==> config.mk <==
export PLATFORM = sky130hd
export DESIGN_NAME = divider
export DESIGN_NICKNAME = d
export VERILOG_FILES = /design/src/rtl/divider_pkg.sv /design/src/rtl/div_step.sv /design/src/rtl/divider.sv
export SDC_FILE = /design/constraint.sdc
export NUM_CORES = 1
export LEC_CHECK = 0
export ABC_CLOCK_PERIOD_IN_PS = 3800
export CAP_MARGIN = 0
export CORE_UTILIZATION = 50
export CTS_CLUSTER_DIAMETER = 60
export CTS_CLUSTER_SIZE = 12
export DETAILED_ROUTE_END_ITERATION = 7
export PLACE_DENSITY = 0.77
export SLEW_MARGIN = 25
export SYNTH_ARGS = -nofsm -noshare
export SYNTH_HDL_FRONTEND = slang
export SYNTH_HIERARCHICAL = 1
export SYNTH_SLANG_ARGS = --single-unit
==> constraint.sdc <==
create_clock -name clk -period 3.8 [get_ports clk]
set_clock_uncertainty 0.05 [all_clocks]
set_input_delay 0.38 -clock clk [delete_from_list [all_inputs] [get_ports clk]]
set_output_delay 0.38 -clock clk [all_outputs]
set_load 0.005 [all_outputs]
==> src/rtl/divider_pkg.sv <==
// Shared encodings and helpers for the restoring divider.
// DIVIDER_SIGNED_EN selects two's-complement operands (adds the FIXUP state).
package divider_pkg;

  localparam logic [1:0] S_IDLE  = 2'd0;
  localparam logic [1:0] S_CALC  = 2'd1;
  localparam logic [1:0] S_FIXUP = 2'd2;
  localparam logic [1:0] S_DONE  = 2'd3;

  // Bits needed to count 0..n-1, never less than one.
  function automatic int unsigned clog2(input int unsigned n);
    int unsigned r;
    r = 1;
    for (int i = 1; i < 32; i++) begin
      if ((64'd1 << i) < 64'(n)) r = i + 1;
    end
    return r;
  endfunction

endpackage

`ifndef DIVIDER_PACK
`define DIVIDER_PACK(rem, quo) {rem, quo}
`endif

==> src/rtl/div_step.sv <==
// One restoring-division bit: shift {R,D} left, subtract b when it fits.
module div_step #(
  parameter int unsigned WIDTH = 32
) (
  input  logic [WIDTH:0]   r,
  input  logic [WIDTH-1:0] d,
  input  logic [WIDTH-1:0] b,
  output logic [WIDTH:0]   r_next,
  output logic [WIDTH-1:0] d_next
);

  logic [WIDTH+1:0] shifted;
  logic             fits;

  always_comb begin
    shifted = {r, d[WIDTH-1]};
    fits    = shifted >= (WIDTH+2)'(b);
    r_next  = (WIDTH+1)'(fits ? shifted - (WIDTH+2)'(b) : shifted);
    d_next  = {d[WIDTH-2:0], fits};
  end

endmodule

==> src/rtl/divider.sv <==
// Fixed-latency restoring divider, 2W/W -> {remainder, quotient}, val/rdy handshake.
// Define DIVIDER_SIGNED_EN for two's-complement operands (extra FIXUP cycle).
module divider
  import divider_pkg::*;
#(
  parameter int unsigned WIDTH = 32
) (
  input  logic                 clk,
  input  logic                 rst_n,
  input  logic [2*WIDTH-1:0]   req_msg_a,
  input  logic [WIDTH-1:0]     req_msg_b,
  input  logic                 req_val,
  output logic                 req_rdy,
  output logic [2*WIDTH-1:0]   resp_msg,
  output logic                 resp_err,
  output logic                 resp_val,
  input  logic                 resp_rdy
);

  localparam int unsigned CW = clog2(WIDTH);

  logic [1:0]         state, state_n;
  logic [WIDTH:0]     r, r_n, step_r;
  logic [WIDTH-1:0]   d, d_n, step_d;
  logic [WIDTH-1:0]   b, b_n;
  logic [CW-1:0]      cnt, cnt_n;
  logic [2*WIDTH-1:0] msg_n;
  logic               err_n, val_n, rdy_n;
  logic [2*WIDTH-1:0] a_mag;
  logic [WIDTH-1:0]   b_mag;

`ifdef DIVIDER_SIGNED_EN
  logic               neg_q, neg_q_n, neg_r, neg_r_n;
  logic               q_over;
  logic [WIDTH-1:0]   quo_s, rem_s;
`endif

  div_step #(.WIDTH(WIDTH)) u_step (
    .r      (r),
    .d      (d),
    .b      (b),
    .r_next (step_r),
    .d_next (step_d)
  );

  // Operand magnitudes feed the unsigned datapath in either build.
  always_comb begin
`ifdef DIVIDER_SIGNED_EN
    a_mag = req_msg_a[2*WIDTH-1] ? -req_msg_a : req_msg_a;
    b_mag = req_msg_b[WIDTH-1]   ? -req_msg_b : req_msg_b;
`else
    a_mag = req_msg_a;
    b_mag = req_msg_b;
`endif
  end

  always_comb begin
    state_n = state;
    r_n     = r;
    d_n     = d;
    b_n     = b;
    cnt_n   = cnt;
    msg_n   = resp_msg;
    err_n   = resp_err;
    val_n   = resp_val;
    rdy_n   = req_rdy;
`ifdef DIVIDER_SIGNED_EN
    neg_q_n = neg_q;
    neg_r_n = neg_r;
    q_over  = neg_q ? (d > {1'b1, {(WIDTH-1){1'b0}}}) : d[WIDTH-1];
    quo_s   = neg_q ? -d : d;
    rem_s   = neg_r ? -r[WIDTH-1:0] : r[WIDTH-1:0];
`endif
    case (state)
      S_IDLE: begin
        if (req_val && req_rdy) begin
          cnt_n = '0;
          b_n   = b_mag;
          r_n   = {1'b0, a_mag[2*WIDTH-1:WIDTH]};
          d_n   = a_mag[WIDTH-1:0];
          rdy_n = 1'b0;
`ifdef DIVIDER_SIGNED_EN
          neg_q_n = req_msg_a[2*WIDTH-1] ^ req_msg_b[WIDTH-1];
          neg_r_n = req_msg_a[2*WIDTH-1];
`endif
          if (b_mag == '0) begin
            state_n = S_DONE;
            err_n   = 1'b1;
            val_n   = 1'b1;
            msg_n   = `DIVIDER_PACK(req_msg_a[WIDTH-1:0], {WIDTH{1'b1}});
          end else if (a_mag[2*WIDTH-1:WIDTH] >= b_mag) begin
            state_n = S_DONE;
            err_n   = 1'b1;
            val_n   = 1'b1;
            msg_n   = '0;
          end else begin
            state_n = S_CALC;
            err_n   = 1'b0;
          end
        end
      end
      S_CALC: begin
        r_n   = step_r;
        d_n   = step_d;
        cnt_n = cnt + CW'(1);
        if (cnt == CW'(WIDTH-1)) begin
`ifdef DIVIDER_SIGNED_EN
          state_n = S_FIXUP;
`else
          state_n = S_DONE;
          val_n   = 1'b1;
          msg_n   = `DIVIDER_PACK(step_r[WIDTH-1:0], step_d);
`endif
        end
      end
      S_FIXUP: begin
`ifdef DIVIDER_SIGNED_EN
        state_n = S_DONE;
        val_n   = 1'b1;
        err_n   = q_over;
        msg_n   = q_over ? '0 : `DIVIDER_PACK(rem_s, quo_s);
`else
        state_n = S_IDLE;
        rdy_n   = 1'b1;
`endif
      end
      default: begin
        if (resp_rdy) begin
          state_n = S_IDLE;
          val_n   = 1'b0;
          rdy_n   = 1'b1;
        end
      end
    endcase
  end

  always_ff @(posedge clk or negedge rst_n) begin
    if (!rst_n) begin
      state    <= S_IDLE;
      r        <= '0;
      d        <= '0;
      b        <= '0;
      cnt      <= '0;
      resp_msg <= '0;
      resp_err <= 1'b0;
      resp_val <= 1'b0;
      req_rdy  <= 1'b1;
`ifdef DIVIDER_SIGNED_EN
      neg_q    <= 1'b0;
      neg_r    <= 1'b0;
`endif
    end else begin
      state    <= state_n;
      r        <= r_n;
      d        <= d_n;
      b        <= b_n;
      cnt      <= cnt_n;
      resp_msg <= msg_n;
      resp_err <= err_n;
      resp_val <= val_n;
      req_rdy  <= rdy_n;
`ifdef DIVIDER_SIGNED_EN
      neg_q    <= neg_q_n;
      neg_r    <= neg_r_n;
`endif
    end
  end

endmodule

==> results of run 1 <==
==> kinds of logic after synthesis <==
group / Yosys count
AO/OA/AOI/OAI: 252
XOR/XNOR: 28
adder cells (fa/ha/maj): 67
buffers and inverters: 164
flip-flops: 171
multiplexers: 161
AND/OR/NAND/NOR: 299
==> metrics by stage <==
step           utilization, %  cell area (µm²)  setup slack [ps]
3_5_place_dp             59.2            12400               373
3_3_place_gp             59.2            12400               393
6_report                 62.0            13000               387
5_1_grt                  62.0            13000               181
4_1_cts                  62.0            13000               411
2_1_floorplan               -            10700               642
==> critical path, delay by kind of cell, from the launching register on <==
kind	cells	cell delay [ps]
AO/OA/AOI/OAI	7	1550
adder cells (fa/ha/maj)	2	580
flip-flops	1	380
multiplexers	1	270
XOR/XNOR	1	200
AND/OR/NAND/NOR	2	170
buffers and inverters	2	120
==> cell type report <==
cell class,instances,share of cell area [%]
inverters,77,2.22
clock buffers,20,3.51
well taps,275,2.64
flip-flops and latches,171,32.9
clock inverters,11,1.05
repair buffers,188,14.4
multi-input cells,807,43.3
==> path summary, 6_finish.rpt <==
path / start / end / slack, ps / cells after the start
min in group clk: resp_msg[25]$_DFFE_PN0P_ / resp_msg[25]$_DFFE_PN0P_ / 430 / 1
min reg2reg: resp_msg[25]$_DFFE_PN0P_ / resp_msg[25]$_DFFE_PN0P_ / 430 / 1
max: d[31]$_DFFE_PN0P_ / resp_msg[56]$_DFFE_PN0P_ / 390 / 15
max reg2reg: d[31]$_DFFE_PN0P_ / resp_msg[56]$_DFFE_PN0P_ / 390 / 15
min: rst_n / b[26]$_DFFE_PN0P_ / -40 / 1
max in group asynchronous: rst_n / resp_msg[31]$_DFFE_PN0P_ / 2700 / 2
==> report_power, final <==
group,internal (W),total [W],switching [W]
Sequential,0.00182,0.00182,0
Clock,0.00101,0.00178,0.000772
Combinational,0.000133,0.000265,0.000133
==> cell usage after synthesis, drive strengths merged (12+ instances only) <==
cell / count / share of area, %
nor2: 44 / 1.5
o21ai: 125 / 5.8
xnor2: 18 / 1.5
a21oi: 67 / 3.2
nand4: 14 / 0.82
nand3: 12 / 0.56
clkbuf: 32 / 1.1
mux2: 98 / 10
ha: 66 / 7.7
nand2: 182 / 6.4
mux2i: 63 / 5.9
inv: 77 / 2.7
a21o: 12 / 0.84
buf: 55 / 3.6
dfrtp: 170 / 40
==> routing by layer <==
layer / part of all wire, % / up-vias / GRT usage [%]
met5: 0.058 / - / 0
met2: 48 / 213 / 43.3
met3: 5.2 / 47 / 4.82
met1: 44 / 4226 / 33.8
li1: - / 4170 / -
met4: 2.7 / 2 / 9.54
==> sequential cells by signal (all words and copies together), names as in the netlist <==
| signal | flops |
|---|---|
| cnt | 5 |
| resp_val | 1 |
| state | 2 |
| resp_err | 1 |
| r | 33 |
| b | 32 |
| resp_msg | 64 |
| d | 32 |
| req_rdy | 1 |
==> results.md, run 1 <==
* Number of rows in the core area at 53
* Measured slew at the worst slew-check pin at 932 ps
* Die extent in y at 148 µm
* Clk Latency, worst-skew pair at 430 ps
* Cell Pwr Density at 297 nW/µm²
* Initial detailed-routing violation count at 585
* Simple-gate share of the synthesized area at 12.1%
* Post-DR wirelength/cell at 17.8 µm
* Post-Layout Cell Count at 1549
* Largest net degree at the start of global routing at 93
* Primary flip-flop cell chosen by synthesis mapping: dfrtp_1
* Routed via count divided by cell count at 5.59
* Crit. End Element: flip-flop
* Achievable Freq at 293 MHz
* Max H-tree Level at 4
* Die Wd at 148 µm
* Failing checks: negative hold slack
* # diodes at 0
* Critical Path Most Common Cell: inv_1
* Setup repair after global routing missed its margin: false
* Antenna violations before repair at 1
* Slowest cell on crit path: fa_1
* Count of filler cells inserted in the layout at 1733
* Compound-Gate Fraction of Synth Area at 14.1%
* Share of synthesized area spent on multiplexers at 16.2%
* GRT Residual Overflow at 0
* Post-cts hold buffer count at 0
* Req. time, crit path at 4070 ps
* Synth Warn # at 6
* Number of instances resized during post-cts repair at 0
* Final Power at 0.00387 W
* Register Area at 4280 µm²
* Remaining routing DRC violations at 0
* Fraction of synthesized cell area in xor and xnor cells at 2.29%
* Global router's overall resource usage at 26.0%
* Standby leakage power at 5.63 nW
* Async set or reset register ratio after synthesis at 100%
* Count of buffers inserted at the top-level ports at 166
* Weighted congestion at the end of routability-driven global placement at 0.892
* Max-slew headroom at the worst pin at 37.7%
* Hold Path Class: in2async
* Worst Path Max Fanout at 4
* Largest incremental delay on the critical path at 430 ps
* Initial cell density of the core at 50.9%
* Number of global-route vias before repair at 8742
* Total I/O pin count at 167
* Footprint of the multi-input gates at 5640 µm²
* Post-route antenna net violation count at 0
* Post-CTS Repair Setup Buffers at 0
* Count of TritonRoute iterations in the first routing pass at 5
* First-pass GRT wire length at 44.9 mm
* Final hold violation count at 21
* Area of the placeable core at 21000 µm²
* Adder-cell share of the synthesized area at 7.90%
* Setup TNS after final layout at 0 ps
* Total CTS buffers at 17
* Net total in the final layout at 1429
* Endpoint arrival time on the critical path at 3680 ps
* Routed wire length at 27.5 mm
* Critical path class: reg2reg
* Number of synthesized flops with an enable pin at 0
* Final Hold Slack at -37.0 ps
* Number of max-slew violations in the final report at 0
* Worst-case vdd ir drop at 0.000307 V
* Kind of start point of the critical path: flip-flop
* Fraction of the yosys area taken by sequential cells at 40.0%
* Detail Placement HPWL at 20.7 mm
* Final critical-path share of the clock period at 89.8%
* DP Cell Count at 1518
* Layout overhead on the synthesized area at 21.7%
* Dominant combinational cell family by area after synthesis: multiplexers
* Shortest clock period the worst path allows after layout at 3410 ps
* Cells along the critical path: inv_1 > ha_1 > inv_1 > fa_1 > a211oi_2 > o211a_1 > nor2_1 > a21o_1 > a311o_1 > a311oi_2 > xor2_1 > a21oi_1 > nand2_1 > o21ai_0 > mux2_2
* Mapped Area at 10700 µm²
* Post-synthesis cell type count at 64
* Maximum clock insertion buffer count at 2
* TritonCTS clock tree: yes
* Most common cell after layout, fill and taps aside: nand2_1
* DR vias at 8658
* Layout cell share with drive strength beyond 1 at 10.1%
* Result of the run: finished with violations
* Cells after synthesis at 1142
* CTS clock-pin slew for the worst setup and hold paths at 70 ps
* Commonest non-fill, non-tap cells in the layout: nand2_1 (182), dfrtp_1 (170), clkdlybuf4s50_1 (165), o21ai_0 (118), inv_1 (76)
* Post-Synthesis Mean Instance Area at 9.37 µm²
* Synthesis-stage register bit count at 171
* Number of max-cap violations at 0
* Die Footprint at 22000 µm²
* Final count of negative-setup-slack endpoints at 0
* Post-Synthesis Net Count at 1309
* Total clock sinks at 171
* Buffer type at the clock tree root: clkbuf_16
(Power assumes the default switching activity.)
==> inputs of run 2 (changes only) <==
--- a/config.mk
+++ b/config.mk
@@ -7,10 +7,12 @@
 export LEC_CHECK = 0
 export ABC_CLOCK_PERIOD_IN_PS = 3800
 export CAP_MARGIN = 0
+export CORE_MARGIN = 2
 export CORE_UTILIZATION = 50
 export CTS_CLUSTER_DIAMETER = 60
 export CTS_CLUSTER_SIZE = 12
 export DETAILED_ROUTE_END_ITERATION = 7
+export MAX_ROUTING_LAYER = met4
 export PLACE_DENSITY = 0.77
 export SLEW_MARGIN = 25
 export SYNTH_ARGS = -nofsm -noshare
==> run 2 against run 1 <==
  * The flow still finishes with violations (negative hold slack)
  * Worst hold slack gained 36 ps
  * Combinational power up 2%
  * Register-to-register slack worse by 180 ps
  * Final cell count increased by 0.19%
  * Sequential share of layout area about the same
  * Utilization about the same
  * Total power fell by 1.6%
  * Critical path depth increased by 1
  * Count of clock-buffer cells in the layout decreased by 2
  * Sequential power hardly changed
  * Wire length grew 4.1%
  * Largest cell class unchanged
==> results.md, run 2 (synthesis results as in run 1) <==
* Global router's overall resource usage at 26.7% (+0.68 points)
* Internal reg-to-reg setup slack at 210 ps (-180 ps)
* Achievable Freq at 279 MHz (-4.9%)
* Clk Latency, worst-skew pair at 430 ps (about the same)
* Total CTS buffers at 17 (unchanged)
* Post-cts hold buffer count at 0 (unchanged)
* First-pass GRT wire length at 45.5 mm (+1.4%)
* Layout cell share with drive strength beyond 1 at 10.3% (+0.21 points)
* CTS clock-pin slew for the worst setup and hold paths at 70 ps (about the same)
* Critical path class: reg2reg
* Post-CTS Repair Setup Buffers at 0 (unchanged)
* Worst-case vdd ir drop at 0.000292 V (-5.1%)
* Result of the run: finished with violations
* Setup TNS after final layout at 0 ps (unchanged)
* Worst flop-to-flop path startpoint: d[31]$_DFFE_PN0P_
* Largest incremental delay on the critical path at 420 ps (about the same)
* Top Registers: resp_msg: 64 flops, r: 33 flops
* Shortest clock period the worst path allows after layout at 3590 ps (+175 ps)
* Net total in the final layout at 1431 (+0.14%)
* Total clock sinks at 171 (unchanged)
* Largest net degree at the start of global routing at 92 (-1.1%)
* Total I/O pin count at 167 (unchanged)
* Count of TritonRoute iterations in the first routing pass at 6 (+1)
* Maximum clock insertion buffer count at 2 (unchanged)
* Critical Path Most Common Cell: inv_1
* Number of max-cap violations at 0 (unchanged)
* Remaining routing DRC violations at 0 (unchanged)
* Crit. End Element: flip-flop
* Post-layout utilization of the core at 61.9% (about the same)
* Final hold violation count at 1 (-95%)
* Commonest non-fill, non-tap cells in the layout: nand2_1 (182), dfrtp_1 (170), clkdlybuf4s50_1 (165), o21ai_0 (118), inv_1 (76)
* Endpoint arrival time on the critical path at 3850 ps (+170 ps)
* Count of buffers inserted at the top-level ports at 166 (unchanged)
* GRT Residual Overflow at 0 (unchanged)
* TritonCTS clock tree: yes
* Measured slew at the worst slew-check pin at 965 ps (+33.5 ps)
* Routed wire length at 28.7 mm (+4.1%)
* Initial detailed-routing violation count at 651 (+11%)
* Buffer type at the clock tree root: clkbuf_16
* Final count of negative-setup-slack endpoints at 0 (unchanged)
* Count of filler cells inserted in the layout at 1726 (-0.40%)
* # diodes at 0 (unchanged)
* Layout overhead on the synthesized area at 21.7% (about the same)
* Die Wd at 150 µm (+1.3%)
* Req. time, crit path at 4060 ps (about the same)
* DR vias at 8731 (+0.84%)
* Standby leakage power at 5.62 nW (-0.11%)
* Die Footprint at 22600 µm² (+2.7%)
* Destination of the worst register-to-register timing path: resp_msg[61]$_DFFE_PN0P_
* Detail Placement HPWL at 21.1 mm (+2.2%)
* Number of rows in the core area at 53 (unchanged)
* Hold Path Class: in2async
* Slowest cell on crit path: fa_1
* Post-DR wirelength/cell at 18.5 µm (+3.9%)
* Number of instances resized during post-cts repair at 0 (unchanged)
* Register bank with the most flops: resp_msg
* Setup repair after global routing missed its margin: false
* Kind of start point of the critical path: flip-flop
* Cell Pwr Density at 292 nW/µm² (-1.6%)
* Most common cell after layout, fill and taps aside: nand2_1
* Max H-tree Level at 4 (unchanged)
* Cells along the critical path: inv_1 > ha_1 > inv_1 > fa_1 > a211oi_2 > o211a_1 > o211ai_1 > and2_1 > a31oi_2 > a31oi_4 > buf_4 > nor2_1 > a31oi_1 > nand2_1 > o21ai_0 > mux2_2
* Final critical-path share of the clock period at 94.4% (+4.6 points)
* Number of global-route vias before repair at 8624 (-1.3%)
* Number of max-slew violations in the final report at 0 (unchanged)
* Flip-flop count of the largest register, all copies and words added at 64 (unchanged)
* Weighted congestion at the end of routability-driven global placement at 0.945 (+5.9%)
* Antenna violations before repair at 0 (-1)
* Routed via count divided by cell count at 5.63 (+0.65%)
* Post-route antenna net violation count at 0 (unchanged)
* Depth of the worst register-to-register path at 16 (+1)
* Worst Path Max Fanout at 16 (+12)
* Failing checks: negative hold slack
* Die extent in y at 150 µm (+1.3%)
* Final Hold Slack at -1.24 ps (+35.8 ps)
* Initial cell density of the core at 50.9% (unchanged)
* Max-slew headroom at the worst pin at 35.5% (-2.2 points)
* Area of the placeable core at 21000 µm² (unchanged)
[run 2: layer usage]
layer  GRT usage (%)  routed length [µm]
met1            35.8               12700
met2            40.5               13200
met3            5.45                1860
met4            9.15                 901
met5               -                   0
[run 2: critical path, delay by kind of cell, from the launching register on]
family                     cells  cell delay (ps)
and+or+nand+nor                3              480
muxes                          1              290
AOI/OAI and AO/OA              7             1310
adders and majority gates      2              570
buffers and inverters          3              380
DFF                            1              400
[run 2: layout make-up]
cell class              instances  area (µm²)  area share [%]
multi-input cells             807        5640            43.3
clock buffers                  18         429            3.30
inverters                      77         289            2.22
flip-flops and latches        171        4280            32.9
well taps                     275         344            2.64
repair buffers                190        1880            14.4
clock inverters                14         154            1.18
[run 2: how the worst max path moves through the flow]
stage | from | slack (ps) | to | cells after the start
2_1_floorplan | d[31]$_DFFE_PN0P_ | 640 | resp_msg[54]$_DFFE_PN0P_ | 16
3_3_place_gp | d[31]$_DFFE_PN0P_ | 360 | resp_msg[34]$_DFFE_PN0P_ | 16
3_5_place_dp | d[31]$_DFFE_PN0P_ | 230 | resp_msg[61]$_DFFE_PN0P_ | 16
4_1_cts | d[31]$_DFFE_PN0P_ | 210 | resp_msg[61]$_DFFE_PN0P_ | 16
5_1_grt | d[31]$_DFFE_PN0P_ | 20 | resp_msg[63]$_DFFE_PN0P_ | 16
6_report | d[31]$_DFFE_PN0P_ | 210 | resp_msg[61]$_DFFE_PN0P_ | 16
[run 2: per-stage QoR]
stage | worst slack [ps] | area [µm²] | cells | total power [W] | hold slack (ps)
after floorplan | 642 | 10700 | 1142 | 0.00192 | 34.4
after global placement | 364 | 12400 | 1516 | 0.00212 | 412
after detailed placement | 234 | 12400 | 1516 | 0.00212 | 424
after CTS | 214 | 13000 | 1548 | 0.00383 | 29.0
after global routing | 22.4 | 13000 | 1552 | 0.00394 | 62.2
final | 211 | 13000 | 1552 | 0.00381 | -1.24
[run 2: where the power goes]
part	internal, W	switching [W]	leakage [nW]
Sequential	0.00182	0	2.02
Combinational	0.000133	0.000137	3.33
Clock	0.000880	0.000839	0.275
Total	0.00283	0.000975	5.62
